**src/rtl/queue.sv**
```systemverilog
// queue: single-clock circular-buffer FIFO with a registered head output.
//
// Parameters
//   WIDTH  data word width in bits
//   DEPTH  storage entries (power of two, >= 2)
//
// Ports (in positional order)
//   in     data word to enqueue
//   ck     clock, all state updates on the rising edge
//   ld     push request
//   pp     pop request
//   rst_n  synchronous reset, active HIGH (name kept for port compatibility)
//   em     registered empty flag
//   out    registered data output, holds the last popped word
//
// Optional feature
//   QUEUE_OVERWRITE_EN  when defined, a push alone into a full queue replaces the
//                       oldest entry instead of being dropped.
module queue #(
    parameter int unsigned WIDTH = 8,
    parameter int unsigned DEPTH = 8
) (
    input  logic [WIDTH-1:0] in,
    input  logic             ck,
    input  logic             ld,
    input  logic             pp,
    input  logic             rst_n,
    output logic             em,
    output logic [WIDTH-1:0] out
);

    localparam int unsigned PW = $clog2(DEPTH);
    localparam int unsigned CW = $clog2(DEPTH + 1);
    localparam logic [CW-1:0] FULL_COUNT = CW'(DEPTH);

    logic [WIDTH-1:0] mem [DEPTH];
    logic [PW-1:0]    wr_ptr;
    logic [PW-1:0]    rd_ptr;
    logic [CW-1:0]    count;
    logic [CW-1:0]    count_next;
    logic             full;
    logic             do_push;
    logic             do_pop;
    logic             overwrite;
    logic             wr_en;
    logic             rd_adv;

    always_comb begin
        full    = (count == FULL_COUNT);
        do_pop  = pp && (count != '0);
        // A pop in the same edge frees the slot, so a full queue still accepts the push.
        do_push = ld && (!full || do_pop);
`ifdef QUEUE_OVERWRITE_EN
        overwrite = ld && !pp && full;
`else
        overwrite = 1'b0;
`endif
        // Overwrite writes into the oldest slot (wr_ptr == rd_ptr when full) and
        // moves both pointers, leaving occupancy at DEPTH.
        wr_en  = do_push || overwrite;
        rd_adv = do_pop || overwrite;

        count_next = count;
        if (do_push && !do_pop) begin
            count_next = count + CW'(1);
        end else if (!do_push && do_pop) begin
            count_next = count - CW'(1);
        end
    end

    always_ff @(posedge ck) begin
        if (rst_n) begin
            wr_ptr <= '0;
            rd_ptr <= '0;
            count  <= '0;
            em     <= 1'b1;
            out    <= '0;
        end else begin
            if (wr_en) begin
                wr_ptr <= wr_ptr + PW'(1);
            end
            if (rd_adv) begin
                rd_ptr <= rd_ptr + PW'(1);
            end
            if (do_pop) begin
                out <= mem[rd_ptr];
            end
            count <= count_next;
            em    <= (count_next == '0);
        end
    end

    // Storage is not reset; pointers and count guarantee stale words are never read.
    always_ff @(posedge ck) begin
        if (!rst_n && wr_en) begin
            mem[wr_ptr] <= in;
        end
    end

endmodule

```
**config.mk**
```make
export PLATFORM = sky130hd
export DESIGN_NAME = queue
export DESIGN_NICKNAME = d
export VERILOG_FILES = /design/src/rtl/queue.sv
export SDC_FILE = /design/constraint.sdc
export NUM_CORES = 1
export LEC_CHECK = 0
export ABC_AREA = 1
export CAP_MARGIN = 10
export CORE_UTILIZATION = 60
export CTS_BUF_LIST = sky130_fd_sc_hd__clkbuf_4 sky130_fd_sc_hd__clkbuf_8
export CTS_CLUSTER_DIAMETER = 80
export DETAILED_ROUTE_END_ITERATION = 10
export PLACE_DENSITY = 0.8
export SLEW_MARGIN = 30
export SYNTH_ARGS = -nofsm -noshare
export SYNTH_HDL_FRONTEND = slang
export SYNTH_SLANG_ARGS = --single-unit
```
**constraint.sdc**
```tcl
create_clock -name ck -period 4.45 [get_ports ck]
set_input_delay 1.1125 -clock ck [delete_from_list [all_inputs] [get_ports ck]]
set_output_delay 1.1125 -clock ck [all_outputs]
set_load 0.03 [all_outputs]
```
# After elaboration in Yosys (flattened, before gate mapping)
# Memory sizes are Yosys's and may differ from the RTL's. A register that Yosys moved wholly into a read port is not among the register bits.
# Cells that the tools add are included.
# W data, S select, Z words.
# totals
ram_bits	64
reg_bits	11
memories	1
input_bits	12
elab_cells	26
out_inout_bits	9
# op_classes
muxes	4
n_reduce_logical	12
n_addsub	4
eq_ne	1
# memory_table
name	depth	word_bits	read_ports	rd_clocked_by_memory_dff	write_ports	line	source
mem	8	8	1	1	1	36	logic [WIDTH-1:0] mem [DEPTH];
# ops
cell	count
$mux W4	2
$add A3 B1 Y3 const B	2
$logic_and A1 B1 Y1	5
$add A4 B1 Y4 const B	1
$eq A4 B4 Y1 const B	1
$logic_not A1 Y1	4
$logic_not A4 Y1	1
$reduce_bool A4 Y1	1
$sub A4 B1 Y4 const B	1
$mux W1	2
$logic_or A1 B1 Y1	1

# Longest topological paths before layout
# depth
ltp_word	9
depth_mapped	10
ltp_nobuf	10

# Worst setup path after synthesis
# Ideal clock, no wire load.
# synth_path
kind	input port to flip-flop
startpoint	input pp
endpoint	memory mem[0][0] (enable)
required_ns	4.067
setup_time_ns	0.383
slack_ns	2.094
stages	4
arrival_time_ns	1.972
path_buffers	0
cell_sequence	o21ai_4 > nor2_1 > inv_2 > nor3_1
# synth_between
elab_chain_len	6
# synth_lines
item	line	source
start: declaration	26	input logic pp,
$logic_and A1 B1 Y1	50	do_pop = pp && (count != '0);
$logic_or A1 B1 Y1	52	do_push = ld && (!full || do_pop);
$logic_and A1 B1 Y1	52	
$logic_and A1 B1 Y1	95	if (!rst_n && wr_en) begin
$mux W1	95	
$mux W1 (not written as such)	96	mem[wr_ptr] <= in;
end: declaration	36	
# No other way between the ends.

# Worst setup path in the final report
# layout_path
startpoint	input pp
endpoint	memory mem[7][1] (enable)
# Same word-level chain as after synthesis.

==> metrics.md <==
| Metric | Value |
|---|---|
| Overflow after GRT | `0` |
| Crit Path Max Fanout | `8` |
| Placeable Area | `0.00554 mm^2` |
| TritonCTS buffer count | `9` |
| Power Density | `525 mW/mm^2` |
| Min setup slack post-route | `1.66 ns` |
| Nets | `350` |
| Row Count | `27` |
| CTS HTree Levels | `3` |
| CTS tree | `done` |
| Tcrit/Tclk final | `62.6%` |
| Post-detail-place hpwl | `4660 um` |
| Setup CP Type | `in -> reg` |
| CP Data Required Time | `4.45 ns` |
| Cts hold-fix bufs | `0` |
| Switching part of the total power | `31.3%` |
| Final Non-Filler Cells | `411` |
| Starting DRT DRC Count | `317` |
| Sequential power share | `45.1%` |
| Die Ht | `78.1 um` |
| Worst Clk Skew | `0.0116 ns` |
| Crit Reg-Reg Startpoint | `count[0]` |
| Largest net degree at the start of global routing | `35` |
| Number of cells on the worst hold path | `2` |
| Final wirelength | `6990 um` |
| Fillers | `387` |
| Vias in the first global route | `2,294` |
| Worst-path cell chain | `clkdlybuf4s50_1 -> o21ai_4 -> nor2_1 -> nand2_1 -> nor2_1` |
| Final Slew Violations | `0` |
| Detail Route Antenna Nets | `0` |
| Tmin final | `2.79 ns` |
| Logic pwr share | `23.5%` |
| Initial antenna violation count | `0` |
| Slowest stage delay, CP | `0.66 ns` |
| Initial Util | `62.6%` |
| Status | `completed` |
| Post-synth cell types | `32` |
| I/O pins | `21` |
| CP most frequent cell | `nor2_1` |
| Unrepaired setup endpoints after global routing | `no` |
| Mapped Cells | `313` |
| Power Total | `2.08 mW` |
| Post-Place Setup Slack | `1.10 ns` |
| Worst R2R Path Depth | `7` |
| Syn_area_per_cell | `11.1 um^2` |
| CP Capture Type | `register` |
| Routed len/inst | `17.0 um` |
| Chip width | `78.1 um` |
| Crit path launch type | `input port` |
| Max stage delay cell, worst path | `clkdlybuf4s50_1` |
| Clk pwr share | `31.5%` |
| Port Buf Inserts | `20` |
| Clk_lat worst skew | `0.36 ns` |
| HP Class | `reg -> reg` |
| Die area | `0.00609 mm^2` |
| Routability congestion estimate | `0.832` |
| Vias per std cell | `5.76` |
| Setup Buffers After CTS | `0` |
| Fin Setup TNS | `0 ns` |
| GRT Total Usage | `25.8%` |
| Reg-to-Reg End | `mem[7][1]` |
| R2R Setup Slk | `2.21 ns` |
| Clock-pin transition on the worst setup and hold timing paths | `0.08 ns` |
| Commonest non-fill, non-tap cells in the layout | `edfxtp_1, nor2_1, nand2_1` |
| First-pass GRT wire length | `11,200 um` |
| Root Driver | `clkbuf_8` |
| Count of final setup violators | `0` |
| VDD IR max | `0.284 mV` |
| Clk sinks | `83` |
| Via count | `2,366` |
| Design Area, Final | `0.00397 mm^2` |
| Number of remaining DRC errors | `0` |
| Buf/Inv on CP | `1` |
| Cell internal pwr | `1.43 mW` |
| Psw | `0.652 mW` |
| Hold worst-path end | `out[0]` |
| Post_cts resized | `0` |
| Ant. Diodes | `0` |
| Commonest non-fill, non-tap cell in the layout | `edfxtp_1` |
| Placed insts | `395` |
| Worst-case clock buffer depth | `2` |
| Final Hold Viols | `0` |
| Max Cap Viol | `0` |
| Ys Warns | `0` |
| Seq/Total Area, Yosys | `66.3%` |
| Dpl cell area | `0.00371 mm^2` |
| Fraction of layout cells with a size suffix above 1 | `10.9%` |
| Fmax achieved | `359 MHz` |
| Worst slew pin tran | `0.639 ns` |
| WP data arrival | `2.78 ns` |
| Synth Register Bits | `83` |
| Hold_sp | `out[0]` |
| Relative slew margins | `57.3%` |
| Area Overhead vs Synth | `14.3%` |
| Post-synthesis net count | `329` |
| Critical path's top delay family | `simple AND/OR/NAND/NOR gates` |
| Synthesized area | `0.00347 mm^2` |
| Leakage power | `1.39 nW` |
| First-pass DRT Iterations | `6` |
power groups by stage:
stage	registers, mW	clock network, mW	logic (mW)
2_1_floorplan	0.966	0	0.335
3_3_place_gp	0.953	0	0.470
3_5_place_dp	0.954	0	0.484
4_1_cts	0.936	0.660	0.489
5_1_grt	0.945	0.695	0.542
6_report	0.938	0.655	0.489
tightest hold or removal path: stages, from the launching register on:
cell and delay, ns:
dfxtp_1 0.32, nand2_1 0.06, a21oi_1 0.06
per-stage QoR:
step	hold WS, ns	util, %
6_report	0.472	71.6
5_1_grt	0.486	71.6
4_1_cts	0.471	71.5
3_5_place_dp	0.459	67.0
3_3_place_gp	0.453	67.0
2_1_floorplan	0.492	-
cell usage after synthesis, drive strengths merged:
cell	instances	area, um^2
edfxtp	64	1920
nor2	61	236
o21ai	38	201
nand2	37	156
dfxtp	19	380
nand3	17	108
inv	16	60.1
o211ai	16	120
a21oi	13	68.8
buf	13	73.8
nor3	5	25.0
ha	4	50.1
clkinv	2	8.75
nand4	2	12.5
clkbuf	1	3.75
nand3b	1	7.51
nor3b	1	7.51
o21bai	1	11.3
xnor2	1	8.76
xor2	1	8.76
worst max-delay path by stage:
stage / start / end / slack [ns] / depth (start not counted)
global route: pp / mem[3][3] / 1.54 / 5
CTS: pp / mem[2][0] / 1.48 / 5
detailed placement: pp / mem[2][4] / 1.10 / 5
floorplan: pp / mem[0][0] / 2.09 / 4
global placement: pp / mem[2][3] / 1.18 / 5
finish: pp / mem[7][1] / 1.66 / 5
state kept, by name, indices dropped and copies added, names as in the netlist:
signal / count
rd_ptr: 3
mem: 64
em: 1
out: 8
count: 4
wr_ptr: 3
per-layer routing:
metal / GRT usage, % / wire [um] / up-vias / share of wire (%)
met2: 41.1 / 3360 / 111 / 48
li1: - / - / 1141 / -
met1: 32.7 / 2790 / 1087 / 40
met5: 0 / 0 / - / 0
met4: 15.6 / 225 / 0 / 3.2
met3: 5.35 / 612 / 27 / 8.8
final cells by class:
| type | count | area (um^2) | area share [%] |
|---|---|---|---|
| clock inverters | 7 | 124 | 3.12 |
| inverters | 18 | 68.8 | 1.73 |
| clock buffers | 9 | 124 | 3.12 |
| multi-input cells | 198 | 1030 | 25.9 |
| well taps | 72 | 90.1 | 2.27 |
| flip-flops and latches | 83 | 2300 | 58.1 |
| repair buffers | 24 | 230 | 5.80 |
kinds of logic (layout without fill, tap and decap cells):
| group | after synthesis | count (layout) | synth area share [%] |
|---|---|---|---|
| AOI/OAI and AO/OA | 68 | 68 | 11.6 |
| xor gates and xnor gates | 2 | 2 | 0.505 |
| adders and majority gates | 4 | 4 | 1.44 |
| buffers and inverters | 32 | 58 | 4.22 |
| DFF | 83 | 83 | 66.3 |
| and+or+nand+nor | 124 | 124 | 15.9 |
Power figures use the tool's default switching activity.
